## src/rtl/synchronization_client_core_if.sv

```systemverilog
// Bundle of the barrier client's thread-request, account-message and release signals.
// The master side drives requests, network readiness and releases; the slave side is the client core.
interface synchronization_client_core_if #(
    parameter int THREAD_NUMB  = 8,
    parameter int TILE_COUNT   = 16,
    parameter int BARRIER_ID_W = 10,
    parameter int CNT_W        = 10
);
    localparam int THW   = $clog2(THREAD_NUMB);
    localparam int TW    = $clog2(TILE_COUNT);
    localparam int MSG_W = BARRIER_ID_W + CNT_W + TW;

    logic                    core_req_valid;
    logic [THW-1:0]          core_req_thread;
    logic [BARRIER_ID_W-1:0] core_req_barrier_id;
    logic [CNT_W-1:0]        core_req_cnt_setup;
    logic [THREAD_NUMB-1:0]  bc_release_val;
    logic                    acc_mess_valid;
    logic [MSG_W-1:0]        acc_mess;
    logic [TW-1:0]           acc_dest;
    logic                    net_available;
    logic                    rel_valid;
    logic [BARRIER_ID_W-1:0] rel_barrier_id;

    modport master (
        output core_req_valid, core_req_thread, core_req_barrier_id, core_req_cnt_setup,
        output net_available, rel_valid, rel_barrier_id,
        input  bc_release_val, acc_mess_valid, acc_mess, acc_dest
    );

    modport slave (
        input  core_req_valid, core_req_thread, core_req_barrier_id, core_req_cnt_setup,
        input  net_available, rel_valid, rel_barrier_id,
        output bc_release_val, acc_mess_valid, acc_mess, acc_dest
    );
endinterface

```

## src/rtl/synchronization_client_core.sv

```systemverilog
// Per-tile barrier client: stalls requesting threads, sends one account message per
// request to the barrier's home tile, and wakes waiting threads on a matching release.
module synchronization_client_core #(
    parameter int THREAD_NUMB  = 8,
    parameter int TILE_COUNT   = 16,
    parameter int TILE_ID      = 0,
    parameter int BARRIER_ID_W = 10,
    parameter int CNT_W        = 10
) (
    input  logic                          clk,
    input  logic                          reset,
    synchronization_client_core_if.slave  bus
);
    localparam int THW   = $clog2(THREAD_NUMB);
    localparam int TW    = $clog2(TILE_COUNT);
    localparam int MSG_W = BARRIER_ID_W + CNT_W + TW;
    localparam logic [TW-1:0] TILE_SRC = TW'(TILE_ID);

    typedef enum logic [1:0] {
        IDLE    = 2'd0,
        PENDING = 2'd1,
        WAIT    = 2'd2
    } thread_state_e;

    logic [THREAD_NUMB-1:0]                   pending_vec;
    logic [THREAD_NUMB-1:0]                   release_vec;
    logic [THREAD_NUMB-1:0][BARRIER_ID_W-1:0] id_vec;
    logic [THREAD_NUMB-1:0][CNT_W-1:0]        cnt_vec;

    logic             grant_found;
    logic [THW-1:0]   grant_idx;
    logic [THW-1:0]   rr_cand;
    logic [THW-1:0]   ptr_reg;
    logic             load_en;
    logic             msg_valid_reg;
    logic [MSG_W-1:0] msg_reg;
    logic [TW-1:0]    dest_reg;

    // First PENDING thread at or after the pointer, wrapping around.
    always_comb begin
        grant_found = 1'b0;
        grant_idx   = '0;
        rr_cand     = '0;
        for (int k = 0; k < THREAD_NUMB; k++) begin
            rr_cand = ptr_reg + THW'(k);
            if (!grant_found && pending_vec[rr_cand]) begin
                grant_found = 1'b1;
                grant_idx   = rr_cand;
            end
        end
    end

    assign load_en = (!msg_valid_reg || bus.net_available) && grant_found;

    for (genvar gi = 0; gi < THREAD_NUMB; gi++) begin : g_thread
        thread_state_e           state_reg;
        thread_state_e           state_next;
        logic [BARRIER_ID_W-1:0] id_reg;
        logic [CNT_W-1:0]        cnt_reg;
        logic                    release_reg;
        logic                    req_hit;
        logic                    grant_hit;
        logic                    rel_hit;

        assign req_hit   = bus.core_req_valid && (bus.core_req_thread == THW'(gi));
        assign grant_hit = load_en && (grant_idx == THW'(gi));
        assign rel_hit   = bus.rel_valid && (bus.rel_barrier_id == id_reg);

        always_comb begin
            state_next = state_reg;
            unique case (state_reg)
                IDLE:    if (req_hit)   state_next = PENDING;
                PENDING: if (grant_hit) state_next = WAIT;
                WAIT:    if (rel_hit)   state_next = IDLE;
                default:                state_next = IDLE;
            endcase
        end

        always_ff @(posedge clk or negedge reset) begin
            if (!reset) begin
                state_reg   <= IDLE;
                release_reg <= 1'b1;
                id_reg      <= '0;
                cnt_reg     <= '0;
            end else begin
                state_reg   <= state_next;
                release_reg <= (state_next == IDLE);
                if (state_reg == IDLE && req_hit) begin
                    id_reg  <= bus.core_req_barrier_id;
                    cnt_reg <= bus.core_req_cnt_setup;
                end
            end
        end

        assign pending_vec[gi] = (state_reg == PENDING);
        assign release_vec[gi] = release_reg;
        assign id_vec[gi]      = id_reg;
        assign cnt_vec[gi]     = cnt_reg;
    end

    // Single-entry output register; payload only changes on a load, so it holds under backpressure.
    always_ff @(posedge clk or negedge reset) begin
        if (!reset) begin
            msg_valid_reg <= 1'b0;
            msg_reg       <= '0;
            dest_reg      <= '0;
            ptr_reg       <= '0;
        end else if (load_en) begin
            msg_valid_reg <= 1'b1;
            msg_reg       <= {id_vec[grant_idx], cnt_vec[grant_idx], TILE_SRC};
            dest_reg      <= id_vec[grant_idx][TW-1:0];
            ptr_reg       <= grant_idx + THW'(1);
        end else if (bus.net_available) begin
            msg_valid_reg <= 1'b0;
        end
    end

    assign bus.bc_release_val = release_vec;
    assign bus.acc_mess_valid = msg_valid_reg;
    assign bus.acc_mess       = msg_reg;
    assign bus.acc_dest       = dest_reg;
endmodule

```

## src/flat_wrapper.sv

```systemverilog
// flat-port wrapper written by rule: the top's interface ports become plain ports
module synchronization_client_core_flat 
#(
    parameter int THREAD_NUMB  = 8,
    parameter int TILE_COUNT   = 16,
    parameter int TILE_ID      = 0,
    parameter int BARRIER_ID_W = 10,
    parameter int CNT_W        = 10
)
  (clk, reset, bus_core_req_valid, bus_core_req_thread, bus_core_req_barrier_id, bus_core_req_cnt_setup, bus_net_available, bus_rel_valid, bus_rel_barrier_id, bus_bc_release_val, bus_acc_mess_valid, bus_acc_mess, bus_acc_dest);
  synchronization_client_core_if #(.THREAD_NUMB(THREAD_NUMB), .TILE_COUNT(TILE_COUNT), .BARRIER_ID_W(BARRIER_ID_W), .CNT_W(CNT_W)) bus_i ();
  input  logic clk;
  input  logic reset;
  input wire logic [$bits(bus_i.core_req_valid)-1:0] bus_core_req_valid;
  input wire logic [$bits(bus_i.core_req_thread)-1:0] bus_core_req_thread;
  input wire logic [$bits(bus_i.core_req_barrier_id)-1:0] bus_core_req_barrier_id;
  input wire logic [$bits(bus_i.core_req_cnt_setup)-1:0] bus_core_req_cnt_setup;
  input wire logic [$bits(bus_i.net_available)-1:0] bus_net_available;
  input wire logic [$bits(bus_i.rel_valid)-1:0] bus_rel_valid;
  input wire logic [$bits(bus_i.rel_barrier_id)-1:0] bus_rel_barrier_id;
  output wire logic [$bits(bus_i.bc_release_val)-1:0] bus_bc_release_val;
  output wire logic [$bits(bus_i.acc_mess_valid)-1:0] bus_acc_mess_valid;
  output wire logic [$bits(bus_i.acc_mess)-1:0] bus_acc_mess;
  output wire logic [$bits(bus_i.acc_dest)-1:0] bus_acc_dest;
  assign bus_i.core_req_valid = bus_core_req_valid;
  assign bus_i.core_req_thread = bus_core_req_thread;
  assign bus_i.core_req_barrier_id = bus_core_req_barrier_id;
  assign bus_i.core_req_cnt_setup = bus_core_req_cnt_setup;
  assign bus_i.net_available = bus_net_available;
  assign bus_i.rel_valid = bus_rel_valid;
  assign bus_i.rel_barrier_id = bus_rel_barrier_id;
  assign bus_bc_release_val = bus_i.bc_release_val;
  assign bus_acc_mess_valid = bus_i.acc_mess_valid;
  assign bus_acc_mess = bus_i.acc_mess;
  assign bus_acc_dest = bus_i.acc_dest;
  synchronization_client_core #(.THREAD_NUMB(THREAD_NUMB), .TILE_COUNT(TILE_COUNT), .TILE_ID(TILE_ID), .BARRIER_ID_W(BARRIER_ID_W), .CNT_W(CNT_W)) u_core (.clk(clk), .reset(reset), .bus(bus_i));
endmodule
```

## config.mk

```make
export PLATFORM = sky130hd
export DESIGN_NAME = synchronization_client_core_flat
export DESIGN_NICKNAME = d
export VERILOG_FILES = /design/src/rtl/synchronization_client_core_if.sv /design/src/rtl/synchronization_client_core.sv /design/src/flat_wrapper.sv
export SDC_FILE = /design/constraint.sdc
export NUM_CORES = 1
export LEC_CHECK = 0
export ABC_AREA = 1
export BUFFER_PORTS_ARGS = -buffer_cell sky130_fd_sc_hd__buf_2
export CORE_MARGIN = 2
export CORE_UTILIZATION = 25
export DETAILED_ROUTE_END_ITERATION = 12
export GPL_TIMING_DRIVEN = 0
export PLACE_DENSITY = 0.37
export SETUP_SLACK_MARGIN = 0.05
export SYNTH_ARGS = -nofsm -noshare
export SYNTH_HDL_FRONTEND = slang
export SYNTH_SLANG_ARGS = --single-unit
```

## constraint.sdc

```tcl
create_clock -name clk -period 3.64 [get_ports clk]
set_input_delay 1.092 -clock clk [delete_from_list [all_inputs] [get_ports clk]]
set_output_delay 1.092 -clock clk [all_outputs]
set_load 0.1 [all_outputs]
```

==> results.json <==
{
  "viasPerCell": 4.78,
  "synth-edff-count": 0,
  "pin_count": 75,
  "netlist_area_mm2": 0.0112,
  "grt.total_usage_pct": 20.8,
  "diodes": 0,
  "gp_congestion": 0.877,
  "grt_overflow_total": 0,
  "setup_viol": 0,
  "cts_root_buf": "clkbuf_16",
  "regArea_mm2": 0.00522,
  "reg2reg_depth": 20,
  "r2r_slack_ps": 200,
  "hold_class": "in -> async",
  "synth.distinct_cells": 43,
  "grt_pass1_wl_um": 71200,
  "cpMostUsedCell": "nand2_1",
  "dp_hpwl_um": 34400,
  "drtIter0Drc": 914,
  "cts_tree": "yes",
  "area_growth_pct": 20.1,
  "die-area_mm2": 0.0464,
  "slew_headroom_pct": 35.1,
  "endpoint_kind": "flip-flop",
  "antenna_found_initial": 0,
  "nNetsFinal": 1636,
  "grt_max_degree": 99,
  "drive_gt1_share_pct": 13.8,
  "layout_min_cycle_time_ps": 3440,
  "synthFlopType": "dfrtp_1",
  "die_h_um": 215,
  "yosysWarnings": 0,
  "drtAntennaViolNets": 0,
  "fillers": 4907,
  "r2r_end": "u_core.bus.acc_mess[18]",
  "start_util_pct": 25.3,
  "final_max_slew_viol_count": 0,
  "critPathArrivalTime_ps": 3870,
  "wl_um": 48200,
  "rsz0062_at_grt": "no",
  "synthArstFlopShare_pct": 100,
  "ys_seq_area_share_pct": 46.7,
  "max_slew.worst_pin.slew_ps": 973,
  "portBuffers": 65,
  "reg2reg_from": "u_core.ptr_reg[0]",
  "cts_made_buffers": 28,
  "routedWlPerCell_um": 21.8,
  "cap_violations": 0,
  "path_cells": "buf_6 -> inv_2 -> buf_8 -> ha_1 -> buf_4 -> inv_4 -> nand3_1 -> nand3_1 -> nand2_1 -> nor2_4 -> nand4_2 -> nor2_4 -> nand4_4 -> clkbuf_1 -> nand3_1 -> nand2_1 -> nand2_1 -> nand2_1 -> nand2_1 -> nand3_1",
  "syn_avg_cell_area_um2": 7.53,
  "vias": 10563,
  "worstSetupPathType": "reg -> reg",
  "crit_required_ps": 4060,
  "period_share_pct": 94.5,
  "synth_cells": 1484,
  "drc": 0,
  "finish.utilization_pct": 30.4,
  "max_stage_delay_ps": 480,
  "clk_latency_ps": 580,
  "clockBufferDepth": 3,
  "grt_pass1_vias": 10235,
  "max_freq_mhz": 291,
  "clk_pin_slew_ps": 60,
  "synth-seq-cells": 208,
  "htree_levels": 1,
  "rows": 77,
  "clkSinkCount": 208,
  "cp-startpoint": "u_core.ptr_reg[0]",
  "skew_ps": 25.8,
  "coreArea_mm2": 0.0441,
  "multi_input_area_mm2": 0.00517,
  "worstPathMaxFanout": 10,
  "status": "finished, final reports clean",
  "cp-start-kind": "flip-flop",
  "crit_path_top_delay_cell": "clkbuf_1",
  "die_w_um": 215,
  "dr.pass1.iters": 5,
  "hold_viol_final": 0
}
-- cells in the mapped netlist (2+ instances only) --
| master | count | area, um^2 |
|---|---|---|
| nand4_2 | 2 | 25.0 |
| inv_2 | 17 | 63.8 |
| o21bai_1 | 2 | 15.0 |
| ha_1 | 3 | 37.5 |
| nand2_2 | 7 | 43.8 |
| clkbuf_1 | 57 | 214 |
| buf_1 | 2 | 7.51 |
| buf_4 | 18 | 135 |
| nor4b_1 | 6 | 52.6 |
| a2111oi_0 | 6 | 52.6 |
| nand3_2 | 5 | 50.1 |
| a21oi_1 | 6 | 30.0 |
| o22ai_1 | 9 | 56.3 |
| o21ai_0 | 182 | 911 |
| xnor2_1 | 12 | 105 |
| nand2_1 | 582 | 2180 |
| nor2_1 | 29 | 109 |
| buf_2 | 17 | 85.1 |
| inv_1 | 69 | 259 |
| dfrtp_1 | 200 | 5000 |
| nand3_1 | 160 | 801 |
| xor2_1 | 28 | 245 |
| nand4_1 | 20 | 125 |
| dfstp_2 | 8 | 210 |
| nor2_4 | 2 | 22.5 |
| buf_6 | 8 | 90.1 |
| o21ai_1 | 2 | 10.0 |
| a221oi_1 | 9 | 78.8 |
| nor4_1 | 2 | 12.5 |
-- stage by stage --
step	hold WS (ps)	std cells	cell area, um^2	setup TNS [ps]	worst slack, ps
final	425	2209	13400	0	199
after global routing	440	2209	13400	0	48.8
after CTS	419	2198	13200	0	54.0
after detailed placement	473	2146	12300	-160	-61.4
after global placement	467	2144	12300	-542460	-2690
after floorplan	453	1487	11200	0	588
-- how the worst max path moves through the flow --
stage,to,slack [ps]
after CTS,u_core.g_thread[7].release_reg,50
final,u_core.bus.acc_mess[18],200
after detailed placement,u_core.bus.acc_mess[18],-60
after floorplan,u_core.g_thread[7].release_reg,590
after global routing,u_core.bus.acc_mess[7],50
after global placement,u_core.bus.acc_mess[12],-2690
-- layout make-up --
cell class                 instances  area share, %
buffer                           102           4.28
clock inverter                    13          0.979
timing repair buffer              78           3.62
clock buffer                      39           5.75
multi-input combinational       1091           38.5
sequential                       208           38.9
tap                              592           5.52
inverter                          86           2.44
-- cell usage in the layout, fill, tap and decap left out, drive strengths merged --
master,n
nand2,590
dfrtp,200
o21ai,185
nand3,165
buf,119
clkbuf,100
inv,86
nor2,32
xor2,28
nand4,23
xnor2,13
o22ai,9
a221oi,9
clkinv,9
dfstp,8
a21oi,7
a2111oi,6
nor4b,6
conb,4
ha,3
o21bai,3
nor4,2
clkinvlp,2
bufinv,2
nor3,1
a2111o,1
o211ai,1
o311ai,1
a22o,1
o31ai,1
-- cell families after synthesis --
kind of cell    synth area share [%]
flops                           46.7
buf+inv                         7.65
other cells                   0.0336
simple gates                    31.1
fa+ha+maj                      0.336
xor+xnor                        3.28
compound gates                  11.0
-- worst max-delay path: cells and delay by family (launching register included) --
family | cells | cell delay (ps)
buf+inv | 6 | 1050
simple gates | 13 | 1600
flops | 1 | 370
fa+ha+maj | 1 | 290
-- routing by layer --
layer	part of all wire [%]	global-route usage, %
met1	49	30.3
met2	44	32.5
met3	4.5	2.65
met4	2.6	5.59
met5	0	0
-- what timing repair did --
action | in CTS | in global routing
hold buffers | 0 | 0
endpoints found under the setup margin | 12 | 32
pin swaps | 0 | 6
setup buffers | 0 | 11
gates resized for setup | 9 | 21
Power is left out: the tool's default activity adds up to more than one toggle a clock period on the data nets, which glitch-free logic cannot reach.
